$ cat config.mk
export PLATFORM = sky130hd
export DESIGN_NAME = button_event
export DESIGN_NICKNAME = d
export VERILOG_FILES = /design/src/rtl/button_event.sv
export SDC_FILE = /design/constraint.sdc
export NUM_CORES = 1
export LEC_CHECK = 0
export ABC_AREA = 1
export BUFFER_PORTS_ARGS = -buffer_cell sky130_fd_sc_hd__buf_4
export CAP_MARGIN = 30
export CORE_ASPECT_RATIO = 1.5
export CORE_MARGIN = 5
export CORE_UTILIZATION = 30
export DETAILED_ROUTE_END_ITERATION = 8
export MAX_ROUTING_LAYER = met4
export REMOVE_ABC_BUFFERS = 1
export SKIP_CTS_REPAIR_TIMING = 1
export SLEW_MARGIN = 20
export SYNTH_ARGS = -nofsm -noshare
export SYNTH_HDL_FRONTEND = slang
export SYNTH_SLANG_ARGS = --single-unit
$ cat constraint.sdc
create_clock -name clock -period 4.7 [get_ports clock]
set_input_delay 0.47 -clock clock [delete_from_list [all_inputs] [get_ports clock]]
set_output_delay 0.47 -clock clock [all_outputs]
set_load 0.005 [all_outputs]
$ cat src/rtl/button_event.sv
// button_event: turns debounced button levels into press / auto-repeat / release events.
//
// Each lane runs a small FSM (IDLE -> WAIT -> REPEAT) driven by edge detection on its
// level. Press and release pulses are registered and last one cycle. Every pulse also
// sets a per-lane pending bit. A single output register serialises pending events onto a
// valid/ready stream. The lowest lane is served first, and within a lane press comes
// before release.
//
// Ports:
//   clock         system clock
//   reset         asynchronous active-low reset
//   button        debounced, clock-synchronous button levels
//   press         one-cycle pulse per press or auto-repeat
//   release_pulse one-cycle pulse per release ("release" is a reserved word)
//   held          high while a lane is auto-repeating
//   evt_valid     event stream valid
//   evt_ready     event stream ready from the consumer
//   evt_code      lane index of the presented event
//   evt_type      0 = press/repeat, 1 = release
//   overflow      sticky flag: an event was dropped because its pending bit was still set
module button_event #(
    parameter int unsigned N_BUTTONS     = 5,
    parameter int unsigned HOLD_CYCLES   = 50_000_000,
    parameter int unsigned REPEAT_CYCLES = 10_000_000
) (
    input  logic                 clock,
    input  logic                 reset,
    input  logic [N_BUTTONS-1:0] button,
    output logic [N_BUTTONS-1:0] press,
    output logic [N_BUTTONS-1:0] release_pulse,
    output logic [N_BUTTONS-1:0] held,
    output logic                 evt_valid,
    input  logic                 evt_ready,
    output logic [2:0]           evt_code,
    output logic                 evt_type,
    output logic                 overflow
);

    localparam int unsigned MAX_CYCLES = (HOLD_CYCLES > REPEAT_CYCLES) ? HOLD_CYCLES
                                                                       : REPEAT_CYCLES;
    localparam int unsigned CNT_W = $clog2(MAX_CYCLES);
    localparam logic [CNT_W-1:0] HOLD_LAST   = CNT_W'(HOLD_CYCLES - 1);
    localparam logic [CNT_W-1:0] REPEAT_LAST = CNT_W'(REPEAT_CYCLES - 1);

    typedef enum logic [1:0] {StIdle, StWait, StRepeat} state_t;

    state_t                 state_q [N_BUTTONS];
    state_t                 state_d [N_BUTTONS];
    logic   [CNT_W-1:0]     cnt_q   [N_BUTTONS];
    logic   [CNT_W-1:0]     cnt_d   [N_BUTTONS];
    logic   [N_BUTTONS-1:0] prev_q;
    logic   [N_BUTTONS-1:0] rise, fall;
    logic   [N_BUTTONS-1:0] press_d, release_d;
    logic   [N_BUTTONS-1:0] pp_q, pp_d, pr_q, pr_d;
    logic   [N_BUTTONS-1:0] clr_pp, clr_pr;
    logic                   load, found, sel_type, overflow_d;
    logic   [2:0]           sel_code;

    assign rise = button & ~prev_q;
    assign fall = ~button & prev_q;

    // Lane FSMs: next state, counters, pulses and the held level.
    always_comb begin
        for (int i = 0; i < N_BUTTONS; i++) begin
            state_d[i]   = state_q[i];
            cnt_d[i]     = cnt_q[i];
            press_d[i]   = 1'b0;
            release_d[i] = 1'b0;
            held[i]      = (state_q[i] == StRepeat);
            unique case (state_q[i])
                StIdle: begin
                    if (rise[i]) begin
                        state_d[i] = StWait;
                        cnt_d[i]   = '0;
                        press_d[i] = 1'b1;
                    end
                end
                StWait: begin
                    // A release always wins over a terminal count in the same cycle.
                    if (fall[i]) begin
                        state_d[i]   = StIdle;
                        cnt_d[i]     = '0;
                        release_d[i] = 1'b1;
                    end else if (cnt_q[i] == HOLD_LAST) begin
                        state_d[i] = StRepeat;
                        cnt_d[i]   = '0;
                        press_d[i] = 1'b1;
                    end else begin
                        cnt_d[i] = cnt_q[i] + 1'b1;
                    end
                end
                StRepeat: begin
                    if (fall[i]) begin
                        state_d[i]   = StIdle;
                        cnt_d[i]     = '0;
                        release_d[i] = 1'b1;
                    end else if (cnt_q[i] == REPEAT_LAST) begin
                        cnt_d[i]   = '0;
                        press_d[i] = 1'b1;
                    end else begin
                        cnt_d[i] = cnt_q[i] + 1'b1;
                    end
                end
                default: state_d[i] = StIdle;
            endcase
        end
    end

    // Event selection and pending-bit bookkeeping.
    always_comb begin
        load     = ~evt_valid | evt_ready;
        found    = 1'b0;
        sel_code = '0;
        sel_type = 1'b0;
        clr_pp   = '0;
        clr_pr   = '0;
        for (int i = 0; i < N_BUTTONS; i++) begin
            if (!found && (pp_q[i] || pr_q[i])) begin
                found    = 1'b1;
                sel_code = 3'(i);
                sel_type = ~pp_q[i];
                if (pp_q[i]) begin
                    clr_pp[i] = load;
                end else begin
                    clr_pr[i] = load;
                end
            end
        end
        // A pulse landing on a bit that is being consumed this cycle just re-arms it.
        pp_d       = (pp_q & ~clr_pp) | press_d;
        pr_d       = (pr_q & ~clr_pr) | release_d;
        overflow_d = overflow | (|(press_d & pp_q & ~clr_pp))
                              | (|(release_d & pr_q & ~clr_pr));
    end

    always_ff @(posedge clock or negedge reset) begin
        if (!reset) begin
            for (int i = 0; i < N_BUTTONS; i++) begin
                state_q[i] <= StIdle;
                cnt_q[i]   <= '0;
            end
            prev_q        <= '0;
            press         <= '0;
            release_pulse <= '0;
            pp_q          <= '0;
            pr_q          <= '0;
            evt_valid     <= 1'b0;
            evt_code      <= '0;
            evt_type      <= 1'b0;
            overflow      <= 1'b0;
        end else begin
            for (int i = 0; i < N_BUTTONS; i++) begin
                state_q[i] <= state_d[i];
                cnt_q[i]   <= cnt_d[i];
            end
            prev_q        <= button;
            press         <= press_d;
            release_pulse <= release_d;
            pp_q          <= pp_d;
            pr_q          <= pr_d;
            overflow      <= overflow_d;
            if (load) begin
                evt_valid <= found;
                if (found) begin
                    evt_code <= sel_code;
                    evt_type <= sel_type;
                end
            end
        end
    end

endmodule

Word level (Yosys, flattened, before mapping) --
Index checks and enable logic that the tools add are counted.
Operators by class: add/subtract/negate cells 5, equal/unequal tests 35, multiplexer cells 129, bitwise logic cells 23, reductions and logical operators 41
Operators with widths (count):
- 2-to-1 mux 26 bit | 25
- case mux 26 bit (3 select lines) | 5
- adder 26 x 1 -> 26 bit (second input constant) | 5
- equality test 26 x 24 -> 1 bit (second input constant) | 5
- equality test 26 bit (second input constant) | 5
- 2-to-1 mux 1 bit | 66
- AND 5 bit | 8
- 2-to-1 mux 2 bit | 20
- case mux 2 bit (3 select lines) | 5
- inverter 5 bit | 4
- != test 3 bit (second input constant) | 5
- case mux 1 bit (3 select lines) | 5
- AND reduction 3 bit | 5
- nonzero test 3 bit | 5
- AND reduction 2 bit | 6
- equality test 2 x 1 -> 1 bit (second input constant) | 5
- equality test 2 bit (second input constant) | 5
- logical NOT 2 bit | 5
- != test 2 x 1 -> 1 bit (second input constant) | 5
- != test 2 bit (second input constant) | 5
- bitwise OR 5 bit | 2
- OR reduction 2 bit | 5
- OR reduction 5 bit | 2
- 2-to-1 mux 3 bit | 3
- 5 further kinds | 22
Storage, ports and cells: register bits 171, bits of input ports 8, word-level logic and storage cells 252

Depth between registers and ports, before layout --
Gate-level depths: netlist of run 1.
word-level depth 19, depth in mapped cells 13, depth with buffers taken out 12

Worst setup path after synthesis of run 1 --
OpenSTA, ideal clock, no wires.
path type register to register, start reg state_q[0] (netlist name), end reg cnt_q[17] (netlist name), setup time 77 ps, arrival 1637 ps, required time 4623 ps, setup slack 2986 ps, cell stages (with the launch flop) 11, clock period less this slack 1714 ps, cell sequence dfrtp_1 -> inv_1 -> ha_1 -> nand2_2 -> nand2_2 -> buf_6 -> or2_4 -> nor2_4 -> nand3_2 -> or2_0 -> a21oi_1
On the way: cells in the longest elaborated chain, start to end 3
RTL lines:
- start, declared | line 47 | state_t state_q [N_BUTTONS];
- start signal, assigned by index | line 139 | state_q[i] <= StIdle;
- start signal, assigned by index | line 153 | state_q[i] <= state_d[i];
- equality test 2 bit, or another cell as far along | line 70 | unique case (state_q[i])
- nonzero test 3 bit (no line) or != test 2 bit (tied branches)
- AND reduction 2 bit (no line)
- end signal, assigned by index | line 154 | cnt_q[i] <= cnt_d[i];
- end, declared | line 49 | logic [CNT_W-1:0] cnt_q [N_BUTTONS];
Parallel ways exist; a longest one is shown, timed or not. A chain may end at the register's enable or synchronous reset.

Worst setup path after layout of run 1 --
start reg state_q[8] (netlist name), end reg cnt_q[129] (netlist name)
The elaborated chain is that of the path after synthesis.

==> flow_metrics.tcl, run 1 <==
set metrics [dict create \
    status "completed" \
    area_growth_pct 11.5 \
    syn_avg_cell_area_um2 7.02 \
    fmax_ghz 0.395 \
    synth_top_cell_by_area "dfrtp_1" \
    grt_max_degree 101 \
    cp.required_ns 5.00 \
    design_area_mm2 0.0121 \
    dp_hpwl_um 21100 \
    pre_cts_slack_ns 2.18 \
    rsz0062_at_grt "no" \
    grt_pass1_wl_um 46300 \
    cts_root_buffer "clkbuf_16" \
    whs_ns 0.0757 \
    synth_cell_type_count 50 \
    vias 9673 \
    start_util_pct 30.2 \
    setup_viol 0 \
    worstSetupPathType "reg -> reg" \
    setup_slack_ns 2.17 \
    clkLatencyLatePin_ns 0.45 \
    syn_inst 1543 \
    dieArea_mm2 0.0401 \
    grt_use_total_pct 14.6 \
    place_area_mm2 0.0115 \
    port_buffers 28 \
    viasPerCell 4.69 \
    netlist_area_mm2 0.0108 \
    cellPowerDensity_mw_per_mm2 391 \
    cts-buffers-inserted 17 \
    hp-class "in -> async" \
    tightest_slew_ns 0.843 \
    io_pins 29 \
    drv_slew 0 \
    drc 0 \
    peakVddDrop_mv 0.332 \
    p_leak_nw 5.33 \
    power_mw 4.72 \
    finalCritPeriodShare_pct 53.9 \
    yosys_warnings 0 \
    path_max_fanout 22 \
    synthTopCellsByArea "dfrtp_1, nand2_1, nor2_1" \
    drive_gt1_share_pct 8.96 \
    die_x_um 165 \
    grt.overflow.total 0 \
    worst_ep_arrival_time_ns 2.83 \
    skew_ns 0.0139 \
    dr.pass1.iters 5 \
    ys_seq_elements 171 \
    coreArea_mm2 0.0358 \
    end_kind "flop" \
    die_h_um 243 \
    fin_crit_ns 2.53 \
    ys_seq_area_share_pct 39.5 \
    cts_tree "built" \
    drtIter0Drc 470 \
    path_clk_slew_ns 0.07 \
    fin_cells 2063 \
    rows 85 \
    diodes 0 \
    slew_headroom_pct 43.8 \
    yosys.area.top_type_share_pct 39.5 \
    hold_violations 0 \
    h-tree-depth 4 \
    dpl.cell_count 2032 \
    final_core_util_pct 33.7 \
    cts.sink_count 171 \
    cap_violations 0 \
    grt_pass1_vias 9825 \
    avgRoutedWirePerCell_um 13.3 \
    antenna_found_initial 0 \
    fin_setup_tns_ns 0 \
    drtAntennaViolNets 0 \
    gp_congestion 0.940 \
    wirelength_um 27500 \
    critPathLaunchType "flop" \
    cts_buffer_depth 2 \
    nets 1608 \
]
## cell families after synthesis
kind of cell | count (synthesis) | synth area share [%]
AND/OR/NAND/NOR | 954 | 39.0
adder cells (fa/ha/maj) | 27 | 3.12
flip-flops | 171 | 39.5
buffers and inverters | 232 | 8.72
XOR/XNOR | 43 | 3.48
AO/OA/AOI/OAI | 116 | 6.11
## placed cells by master (no fill, tap or decap), drive strengths merged
cell      count
clkinvlp      3
or2           6
a21boi        8
nor4          6
clkbuf       20
o21bai        2
clkinv       10
o22ai         4
and2          2
xnor2         5
inv         211
dfrtp       171
buf          30
o21a          4
a31o          1
ha           27
nor2        334
a21o          1
xor2         38
o31ai         2
nand2       362
a31oi         2
nor3         50
nand4        37
nand3       142
nand3b        4
o211a         1
a21oi        29
nor3b        11
o21ai        62
## metal layers
layer / share of wire [%] / vias to the layer above / global-route usage (%)
met5: 0 / - / -
met4: 3.7 / 0 / 7.17
met3: 2.4 / 55 / 2.33
met2: 52 / 152 / 25.6
met1: 42 / 4510 / 15.7
li1: - / 4956 / -
## Yosys cell counts (all sizes together)
| cell type | number |
|---|---|
| o21a | 4 |
| o21ai | 62 |
| xnor2 | 5 |
| xor2 | 38 |
| a21o | 1 |
| clkbuf | 6 |
| o21bai | 2 |
| o31ai | 2 |
| clkinv | 4 |
| inv | 208 |
| o211a | 1 |
| nand3b | 4 |
| nor3b | 11 |
| ha | 27 |
| a21boi | 8 |
| and2 | 2 |
| nand4 | 37 |
| or2 | 6 |
| buf | 14 |
| nand3 | 142 |
| a31oi | 2 |
| nand2 | 362 |
| nor3 | 50 |
| nor4 | 6 |
| o22ai | 4 |
| a21oi | 29 |
| dfrtp | 171 |
| nor2 | 334 |
| a31o | 1 |
## layout make-up
cell class | instances | area (µm²)
Sequential cell | 171 | 4280
Multi-Input combinational cell | 1140 | 5600
Timing Repair Buffer | 31 | 239
Inverter | 212 | 803
Fill cell | 3857 | 23800
Clock buffer | 19 | 453
Clock inverter | 12 | 92.6
Tap cell | 478 | 598
## power by group
group	internal [mW]	switching (mW)	leakage, nW	total [mW]
clock	0.706	0.628	0.264	1.33
combinational	0.448	1.21	2.75	1.66
sequential	1.61	0.120	2.32	1.73
total	2.77	1.96	5.33	4.72
## worst max-delay path: stages (launching register included)
cell and delay [ns]:
dfrtp_1 0.40, inv_1 0.10, ha_1 0.21, a21boi_1 0.14, nor2_2 0.52, inv_2 0.28, a21oi_4 0.60, nor2_1 0.12
## flip-flops by register name (all words and copies together) (netlist names)
name and cells:
press 5, state_q 10, cnt_q 130, evt_code 3
evt_type 1, evt_valid 1, pr_q 5, prev_q 5
release_pulse 5, pp_q 5, overflow 1
## worst paths after layout
kind	start	end	slack (ns)	cells past startpoint
worst min register to register	evt_code[0]	evt_code[0]	0.49	2
worst max register to register	state_q[8]	cnt_q[129]	2.17	7
max in group asynchronous	reset	cnt_q[64]	3.50	2
min in group clock	button[1]	prev_q[1]	0.16	1
worst max-delay path	state_q[8]	cnt_q[129]	2.17	7
worst min-delay path	reset	cnt_q[22]	0.08	1
(Power assumes the default switching activity.)
==> inputs of run 2 (changes only) <==
==> constraint.sdc (replaced) <==
create_clock -name clock -period 2.15 [get_ports clock]
set_input_delay 0.215 -clock clock [delete_from_list [all_inputs] [get_ports clock]]
set_output_delay 0.215 -clock clock [all_outputs]
set_load 0.005 [all_outputs]
==> run 2 against run 1 <==
Compared with the run above:
- combinational power up 140%
- clock power rose by 140%
- non-clock buffer count rose by 30
- maximum frequency grew 26%
- highest routed layer unchanged
- cell area rose by 3.0%
- clock-buffer cell count shrank 2
- setup slack lost 2.0 ns
- flip-flop and latch count unchanged
- critical path depth grew 3
- routed wire length up 2.9%
==> flow_metrics.tcl, run 2 (same netlist as run 1, synthesis figures left out) <==
set metrics [dict create \
    dr.pass1.iters 5 \
    switchingPower_mw 4.44 \
    worstSetupPathType "reg -> reg" \
    drtIter0Drc 571 \
    drv_slew 0 \
    p_leak_nw 5.52 \
    comb_power_share_pct 36.9 \
    cts.sink_count 171 \
    worst_ep_arrival_time_ns 2.38 \
    fin_setup_tns_ns 0 \
    fmax_ghz 0.499 \
    grt_max_degree 65 \
    min_from "evt_ready" \
    cp.required_ns 2.52 \
    cap_violations 0 \
    skew_ns 0.00728 \
    path_buf_inv 2 \
    critPathLaunchType "flop" \
    min_path_cells 4 \
    rrSetupSlack_ns 0.14 \
    die_x_um 165 \
    cts-buffers-inserted 17 \
    fin_crit_ns 2.01 \
    wirelength_um 28300 \
    end_kind "flop" \
    viasPerCell 4.72 \
    drive_gt1_share_pct 10.5 \
    slew_headroom_pct 61.4 \
    whs_ns 0.157 \
    port_buffers 28 \
    io_pins 29 \
    path_common_cell "nand2_2" \
    p_seq_share_pct 34.4 \
    peakVddDrop_mv 0.607 \
    r2r_cells 10 \
    status "completed" \
    r2r-start "state_q[0]" \
    clkLatencyLatePin_ns 0.45 \
    path_delay_family "simple AND/OR/NAND/NOR gates" \
    switching_share_pct 40.5 \
    critPathMaxStageDelay_ns 0.41 \
    cts_root_buffer "clkbuf_16" \
    top_register "cnt_q" \
    tightest_slew_ns 0.578 \
    fillerInstances 3868 \
    grt_pass1_wl_um 48000 \
    start_util_pct 30.2 \
    vias 9885 \
    nets 1638 \
    largest_register_ffs 130 \
    diodes 0 \
    layout_commonest_cell "nand2_1" \
    antenna_found_initial 0 \
    cellPowerDensity_mw_per_mm2 882 \
    hp-class "in -> reg" \
    grt.overflow.total 0 \
    h-tree-depth 4 \
    drc 0 \
    drtAntennaViolNets 0 \
    r2r-end "cnt_q[17]" \
    gp_congestion 0.908 \
    finalCritPeriodShare_pct 93.3 \
    clkPwrFrac_pct 28.7 \
    layout_common_cells "nand2_1, nor2_1, inv_1" \
    hold_violations 0 \
    rows 85 \
    crit_chain "inv_1 -> ha_1 -> nand2_2 -> nand2_2 -> buf_4 -> or2_4 -> nor2_4 -> nand3_2 -> or2_0 -> a21oi_1" \
    path_max_fanout 8 \
    area_growth_pct 14.9 \
    dieArea_mm2 0.0401 \
    grt_use_total_pct 15.1 \
    die_h_um 243 \
    rsz0062_at_grt "no" \
    holdPathEnd "evt_valid" \
    path_clk_slew_ns 0.07 \
    top_regs "cnt_q (130), state_q (10)" \
    dp_hpwl_um 22100 \
    slowest_stage "dfrtp_1" \
    coreArea_mm2 0.0358 \
    internal-power_mw 6.53 \
    cts_tree "built" \
    cts_buffer_depth 2 \
    grt_pass1_vias 10100 \
    avgRoutedWirePerCell_um 13.5 \
    setup_viol 0 \
]
run 2: cell count changes in the layout (fill, tap and decap cells not counted), moves of 3 or more:
cell | previous run | this run
buf_12 | 0 | 5
clkinv_4 | 4 | 7
dlygate4sd3_1 | 0 | 6
buf_4 | 30 | 49
clkinv_2 | 5 | 2
run 2: through the flow:
step	power, mW	cells	cell area (µm²)	setup WS, ns	util (%)
2_1_floorplan	6.24	1523	10700	-0.163	-
3_3_place_gp	7.80	2055	11800	0.229	32.8
3_5_place_dp	7.87	2055	11800	0.143	32.8
4_1_cts	11.1	2087	12400	0.137	34.5
5_1_grt	11.7	2094	12400	0.0171	34.7
6_report	11.0	2094	12400	0.144	34.7
run 2: worst max path at each step:
| stage | end | slack [ns] | depth (start not counted) | from |
|---|---|---|---|---|
| 6_report | cnt_q[17] | 0.14 | 10 | state_q[0] |
| 4_1_cts | cnt_q[4] | 0.14 | 12 | cnt_q[0] |
| 3_3_place_gp | cnt_q[20] | 0.23 | 12 | cnt_q[0] |
| 3_5_place_dp | cnt_q[4] | 0.14 | 12 | cnt_q[0] |
| 2_1_floorplan | cnt_q[45] | -0.16 | 9 | state_q[2] |
| 5_1_grt | cnt_q[94] | 0.02 | 10 | state_q[6] |
run 2: area by class of cell:
| cell class | instances | area [µm²] | share of cell area [%] |
|---|---|---|---|
| well taps | 478 | 598 | 4.81 |
| inverters | 212 | 810 | 6.51 |
| clock buffers | 17 | 425 | 3.42 |
| clock inverters | 15 | 166 | 1.34 |
| repair buffers | 61 | 542 | 4.36 |
| multi-input cells | 1140 | 5620 | 45.2 |
| flip-flops and latches | 171 | 4280 | 34.4 |
run 2: routing by layer:
metal  vias up  part of all wire (%)  track usage (%)
met3        77                   3.0             2.46
met1      4618                    40             16.3
li1       5004                     -                -
met4         0                   4.8             8.10
met5         -                     0                -
met2       186                    52             26.1
run 2: power by group through the flow:
stage / Clock, mW / Combinational [mW] / Sequential, mW
2_1_floorplan: 0 / 2.46 / 3.78
3_3_place_gp: 0 / 3.98 / 3.82
3_5_place_dp: 0 / 4.03 / 3.84
4_1_cts: 3.24 / 4.05 / 3.78
5_1_grt: 3.39 / 4.53 / 3.82
6_report: 3.15 / 4.05 / 3.78
run 2: tightest hold or removal path, stage by stage:
cell and delay [ns]:
buf_4 0.08, inv_1 0.03, nand2_1 0.15, nand2_1 0.09
